==> src/rtl/addr_req_sequencer.sv <==
// addr_req_sequencer: walks an address range and runs one four-phase
// REQ/ACK handshake per address, with per-phase timeout and bounded retry.
module addr_req_sequencer #(
   parameter int ADDR_W      = 2,
   parameter int TIMEOUT_CYC = 255,
   parameter int MAX_RETRY   = 3,
   parameter int CNT_W       = 8
) (
   input  logic              CLK_IN,
   input  logic              RST_IN,
   input  logic              START_IN,
   input  logic [ADDR_W-1:0] ADDR_FIRST_IN,
   input  logic [ADDR_W-1:0] ADDR_LAST_IN,
   input  logic              ACK_IN,
   output logic              REQ_OUT,
   output logic [ADDR_W-1:0] MY_ADDR_OUT,
   output logic              BUSY_OUT,
   output logic              DONE_OUT,
   output logic              ERR_OUT,
   output logic [ADDR_W-1:0] ERR_ADDR_OUT,
   output logic [CNT_W-1:0]  XFER_CNT_OUT
);

   localparam int TMR_W = $clog2(TIMEOUT_CYC + 1);
   localparam int RTY_W = (MAX_RETRY < 1) ? 1 : $clog2(MAX_RETRY + 1);

   localparam logic [TMR_W-1:0] TMR_LAST = TMR_W'(TIMEOUT_CYC - 1);
   localparam logic [RTY_W-1:0] RTY_MAX  = RTY_W'(MAX_RETRY);
   localparam logic [CNT_W-1:0] CNT_MAX  = '1;

   typedef enum logic [2:0] {
      S_IDLE,
      S_REQ_HI,
      S_REQ_LO,
      S_NEXT,
      S_ERR,
      S_FIN
   } state_e;

   state_e            state_q, state_d;
   logic [ADDR_W-1:0] addr_q, addr_d;
   logic [ADDR_W-1:0] last_q, last_d;
   logic [TMR_W-1:0]  tmr_q, tmr_d;
   logic [RTY_W-1:0]  rty_q, rty_d;
   logic              rflag_q, rflag_d;
   logic [CNT_W-1:0]  cnt_q, cnt_d;
   logic              err_q, err_d;
   logic [ADDR_W-1:0] eaddr_q, eaddr_d;

   logic              timeout;
   logic              in_req;

   assign timeout = (tmr_q == TMR_LAST);
   assign in_req  = (state_q == S_REQ_HI) || (state_q == S_REQ_LO);

   // Next-state, handshake sequencing and bookkeeping updates
   always_comb begin
      state_d = state_q;
      addr_d  = addr_q;
      last_d  = last_q;
      rty_d   = rty_q;
      rflag_d = rflag_q;
      cnt_d   = cnt_q;
      err_d   = err_q;
      eaddr_d = eaddr_q;
      unique case (state_q)
         S_IDLE: begin
            if (START_IN) begin
               addr_d  = ADDR_FIRST_IN;
               last_d  = ADDR_LAST_IN;
               err_d   = 1'b0;
               eaddr_d = '0;
               cnt_d   = '0;
               rty_d   = '0;
               rflag_d = 1'b0;
               state_d = S_REQ_HI;
            end
         end
         S_REQ_HI: begin
            // An ACK on the timeout cycle still counts as an ACK.
            if (ACK_IN) begin
               state_d = S_REQ_LO;
            end else if (timeout) begin
               if (rty_q < RTY_MAX) begin
                  rty_d   = rty_q + RTY_W'(1);
                  rflag_d = 1'b1;
                  state_d = S_REQ_LO;
               end else begin
                  err_d   = 1'b1;
                  eaddr_d = addr_q;
                  state_d = S_ERR;
               end
            end
         end
         S_REQ_LO: begin
            if (!ACK_IN) begin
               if (rflag_q) begin
                  rflag_d = 1'b0;
                  state_d = S_REQ_HI;
               end else begin
                  if (cnt_q != CNT_MAX) begin
                     cnt_d = cnt_q + CNT_W'(1);
                  end
                  if (addr_q == last_q) begin
                     state_d = S_FIN;
                  end else begin
                     // Advance now so the new address leads REQ by a cycle.
                     addr_d  = addr_q + ADDR_W'(1);
                     state_d = S_NEXT;
                  end
               end
            end else if (timeout) begin
               err_d   = 1'b1;
               eaddr_d = addr_q;
               state_d = S_ERR;
            end
         end
         S_NEXT: begin
            rty_d   = '0;
            state_d = S_REQ_HI;
         end
         S_ERR: begin
            state_d = S_FIN;
         end
         S_FIN: begin
            state_d = S_IDLE;
         end
         default: begin
            state_d = S_IDLE;
         end
      endcase
   end

   // Timer restarts on every state change and only runs in REQ phases
   always_comb begin
      tmr_d = '0;
      if (in_req && (state_d == state_q)) begin
         tmr_d = tmr_q + TMR_W'(1);
      end
   end

   // State and datapath registers with synchronous reset
   always_ff @(posedge CLK_IN) begin
      if (RST_IN) begin
         state_q <= S_IDLE;
         addr_q  <= '0;
         last_q  <= '0;
         tmr_q   <= '0;
         rty_q   <= '0;
         rflag_q <= 1'b0;
         cnt_q   <= '0;
         err_q   <= 1'b0;
         eaddr_q <= '0;
      end else begin
         state_q <= state_d;
         addr_q  <= addr_d;
         last_q  <= last_d;
         tmr_q   <= tmr_d;
         rty_q   <= rty_d;
         rflag_q <= rflag_d;
         cnt_q   <= cnt_d;
         err_q   <= err_d;
         eaddr_q <= eaddr_d;
      end
   end

   assign REQ_OUT      = (state_q == S_REQ_HI);
   assign BUSY_OUT     = (state_q != S_IDLE);
   assign DONE_OUT     = (state_q == S_FIN);
   assign MY_ADDR_OUT  = addr_q;
   assign ERR_OUT      = err_q;
   assign ERR_ADDR_OUT = eaddr_q;
   assign XFER_CNT_OUT = cnt_q;

endmodule
==> config.mk <==
export PLATFORM = sky130hd
export DESIGN_NAME = addr_req_sequencer
export DESIGN_NICKNAME = d
export VERILOG_FILES = /design/src/rtl/addr_req_sequencer.sv
export SDC_FILE = /design/constraint.sdc
export NUM_CORES = 1
export LEC_CHECK = 0
export CAP_MARGIN = 20
export CORE_MARGIN = 2
export CORE_UTILIZATION = 40
export CTS_BUF_LIST = sky130_fd_sc_hd__clkbuf_4
export CTS_CLUSTER_SIZE = 12
export DETAILED_ROUTE_END_ITERATION = 10
export PLACE_DENSITY = 0.6
export RECOVER_POWER = 100
export SLEW_MARGIN = 20
export SYNTH_ARGS = -nofsm -noshare
export SYNTH_HDL_FRONTEND = slang
export SYNTH_SLANG_ARGS = --single-unit
==> constraint.sdc <==
create_clock -name CLK_IN -period 2.2 [get_ports CLK_IN]
set_input_delay 0.22 -clock CLK_IN [delete_from_list [all_inputs] [get_ports CLK_IN]]
set_output_delay 0.22 -clock CLK_IN [all_outputs]
set_load 0.05 [all_outputs]
==> impl_results.md <==
* Post-DP HPWL at 2.83 mm
* Share of cells above drive strength 1 at 7.66%
* Dpl cells at 265
* Initial drt markers at 98
* Syn Inst Count at 193
* Syn_nets at 205
* Sequential area share after synthesis at 36.2%
* Gpl congestion at 0.842
* Die W at 67.3 um
* CTS Buffer Depth at 2
* Status: complete, no violations
* Max-cap viol count at 0
* Async SR Flop Fraction at 0%
* Seq cells post-synth at 29
* Worst Path Arrival at 2.24 ns
* Drt wl/cell at 14.2 um
* CP startpoint kind: register
* Port Buffers at 23
* Logic pwr share at 20.4%
* YS warnings at 0
* Cell Pwr Density at 558 nW/um^2
* Max-slew violation count at 0
* CP max FO at 13
* Via density per instance at 5.64
* Drc violations at 0
* Period utilization at 90.2%
* Clock transition at path regs at 0.09 ns
* Cts bufs inserted at 5
* Synth Area per Inst at 8.30 sq um
* Post-synth EDFFs at 0
* Final Hold Vio Count at 0
* Setup Buffers After CTS at 0
* Netlist cell types at 51
* Synth Flop Type: dfxtp_1
* Wire length on met1 at 1.77 mm
* CTS tree: built
* Syn-to-layout area delta at 20.9%
* Multi-input gate area at 951 sq um
* Die area at 4530 sq um
* Clock root cell: clkbuf_4
* First-pass GRT wire length at 6.49 mm
* Setup Skew at 0.00699 ns
* Hold_sp: ADDR_LAST_IN[0]
* Number of H-tree levels at 2
* Worst Max-Slew Pin Slew at 0.639 ns
* P_int at 747 uW
* Clk sink count at 29
* Reg2reg start: state_q[1]
* Ant. Diodes at 0
* Seq. cell area at 581 sq um
* Reg power frac at 51.5%
* Number of global-route vias before repair at 1442
* # IOs at 24
* Rel. slew slack at 57.4%
* Resize count post-CTS at 0
* Rows at 23
* Count of final setup violators at 0
* Hold-fix buffers at CTS at 0
* Core Region at 3910 sq um
* Top sig layer: met4
* Commonest non-fill, non-tap cell in the layout: dfxtp_1
* Final non-filler cell total at 272
* Setup TNS at 0 ns
* Metal3 WL at 222 um
* Worst min-delay path class: in -> reg
* Maximum clock rate at 504 MHz
* Switching power at 335 uW
* Critical path class: reg -> reg
* Cell area after synthesis at 1600 sq um
* Met2 WL at 1.84 mm
* Final WS setup at 0.215 ns
* Worst-Skew Late Latency at 0.32 ns
* Worst setup EP type: register
* Largest net degree at the start of global routing at 16
* Clock network power share at 28.1%
* Nets@finish at 234
* Lkg Pwr at 0.000711 uW
* Unrepaired setup endpoints after global routing: false
* Critical Path Source: state_q[1]
* Commonest non-fill, non-tap cells in the layout: dfxtp_1 (29), nand2_1 (15), a21oi_1 (15)
* DRT Pass-1 Iters at 4
* Total GRT Usage at 18.9%
* Initial cell density of the core at 41.0%
* Final min period at 1.98 ns
* Place WS at 0.0569 ns
* Total gr overflow at 0
* Final ANT Viol Nets at 0
* Total wire length at 3.85 mm
* Sw frac at 31.0%
* Antenna violations before repair at 0
* Post-layout util at 49.5%
* DR vias at 1533
* Peak supply drop at 0.348 mV
* Fillers at 410
* Tot Pwr at 1080 uW
* Die Y at 67.3 um
* Worst Path Required at 2.46 ns
-- synthesized netlist by cell type, types with 2 or more instances --
library cell,number,area share (%)
nor4_1,3,1.2
nand2_1,15,3.5
a21oi_1,15,4.7
nor2_1,9,2.1
xor2_1,5,2.7
a211oi_1,2,0.94
nor4b_1,3,1.6
dfxtp_1,29,36
mux2i_1,5,3.1
nand2b_1,5,2.0
nand3_1,8,2.5
o32a_1,2,1.2
o31ai_1,2,0.94
nand4_1,2,0.78
xnor2_1,4,2.2
or4_1,3,1.4
clkbuf_1,4,0.94
inv_1,10,2.3
or3_1,2,0.78
and3_1,3,1.2
and4_1,2,1.1
nor2b_1,3,1.2
ha_1,4,3.1
nor3_1,14,4.4
buf_2,3,0.94
o21ai_0,11,3.4
-- routing by layer --
layer | vias to the layer above | GRT usage (%)
met5 | - | 0
met4 | 0 | 6.63
met3 | 2 | 5.83
met2 | 39 | 29.3
met1 | 716 | 24.8
li1 | 776 | -
-- area by class of cell --
| type | count | area share (%) |
|---|---|---|
| inverters | 10 | 1.94 |
| clock buffers | 6 | 2.32 |
| well taps | 50 | 3.23 |
| clock inverters | 1 | 0.194 |
| repair buffers | 30 | 13.3 |
| multi-input cells | 146 | 49.1 |
| flip-flops and latches | 29 | 30.0 |
-- power by group through the flow --
stage	logic [uW]	clock network (uW)	registers, uW
floorplan	137	0	585
detailed placement	228	0	570
finish	220	304	558
CTS	228	320	558
global route	243	343	561
global placement	226	0	569
-- metrics by stage --
| step | hold WS, ns | instance area, sq um |
|---|---|---|
| floorplan | 0.356 | 1600 |
| global placement | 0.462 | 1910 |
| detailed placement | 0.476 | 1910 |
| CTS | 0.433 | 1960 |
| global route | 0.446 | 1940 |
| finish | 0.449 | 1940 |
-- registers in the layout, summed over array words and instances, names as in the netlist --
name	cells
rty_q	2
state_q	3
tmr_q	8
MY_ADDR_OUT	2
XFER_CNT_OUT	8
ERR_ADDR_OUT	2
last_q	2
rflag_q	1
ERR_OUT	1
-- worst max-delay path: stages (launching register included) --
cell      delay [ns]
dfxtp_1         0.35
clkbuf_1        0.26
nand2b_1        0.33
a21o_1          0.28
or4_1           0.53
a21oi_1         0.17
-- cells by family after synthesis --
family | count (synthesis) | synth area share, %
mux | 6 | 3.83
buf+inv | 18 | 4.45
simple gates | 79 | 27.6
flops | 29 | 36.2
xor+xnor | 9 | 4.92
compound gates | 48 | 19.9
fa+ha+maj | 4 | 3.12
-- worst paths after layout --
path	end	slack, ns	depth (start not counted)
min reg2reg	ERR_ADDR_OUT[1]	0.48	2
max	XFER_CNT_OUT[4]	0.22	5
max reg2reg	XFER_CNT_OUT[4]	0.22	5
min	last_q[0]	0.45	3
(Power assumes the default switching activity.)
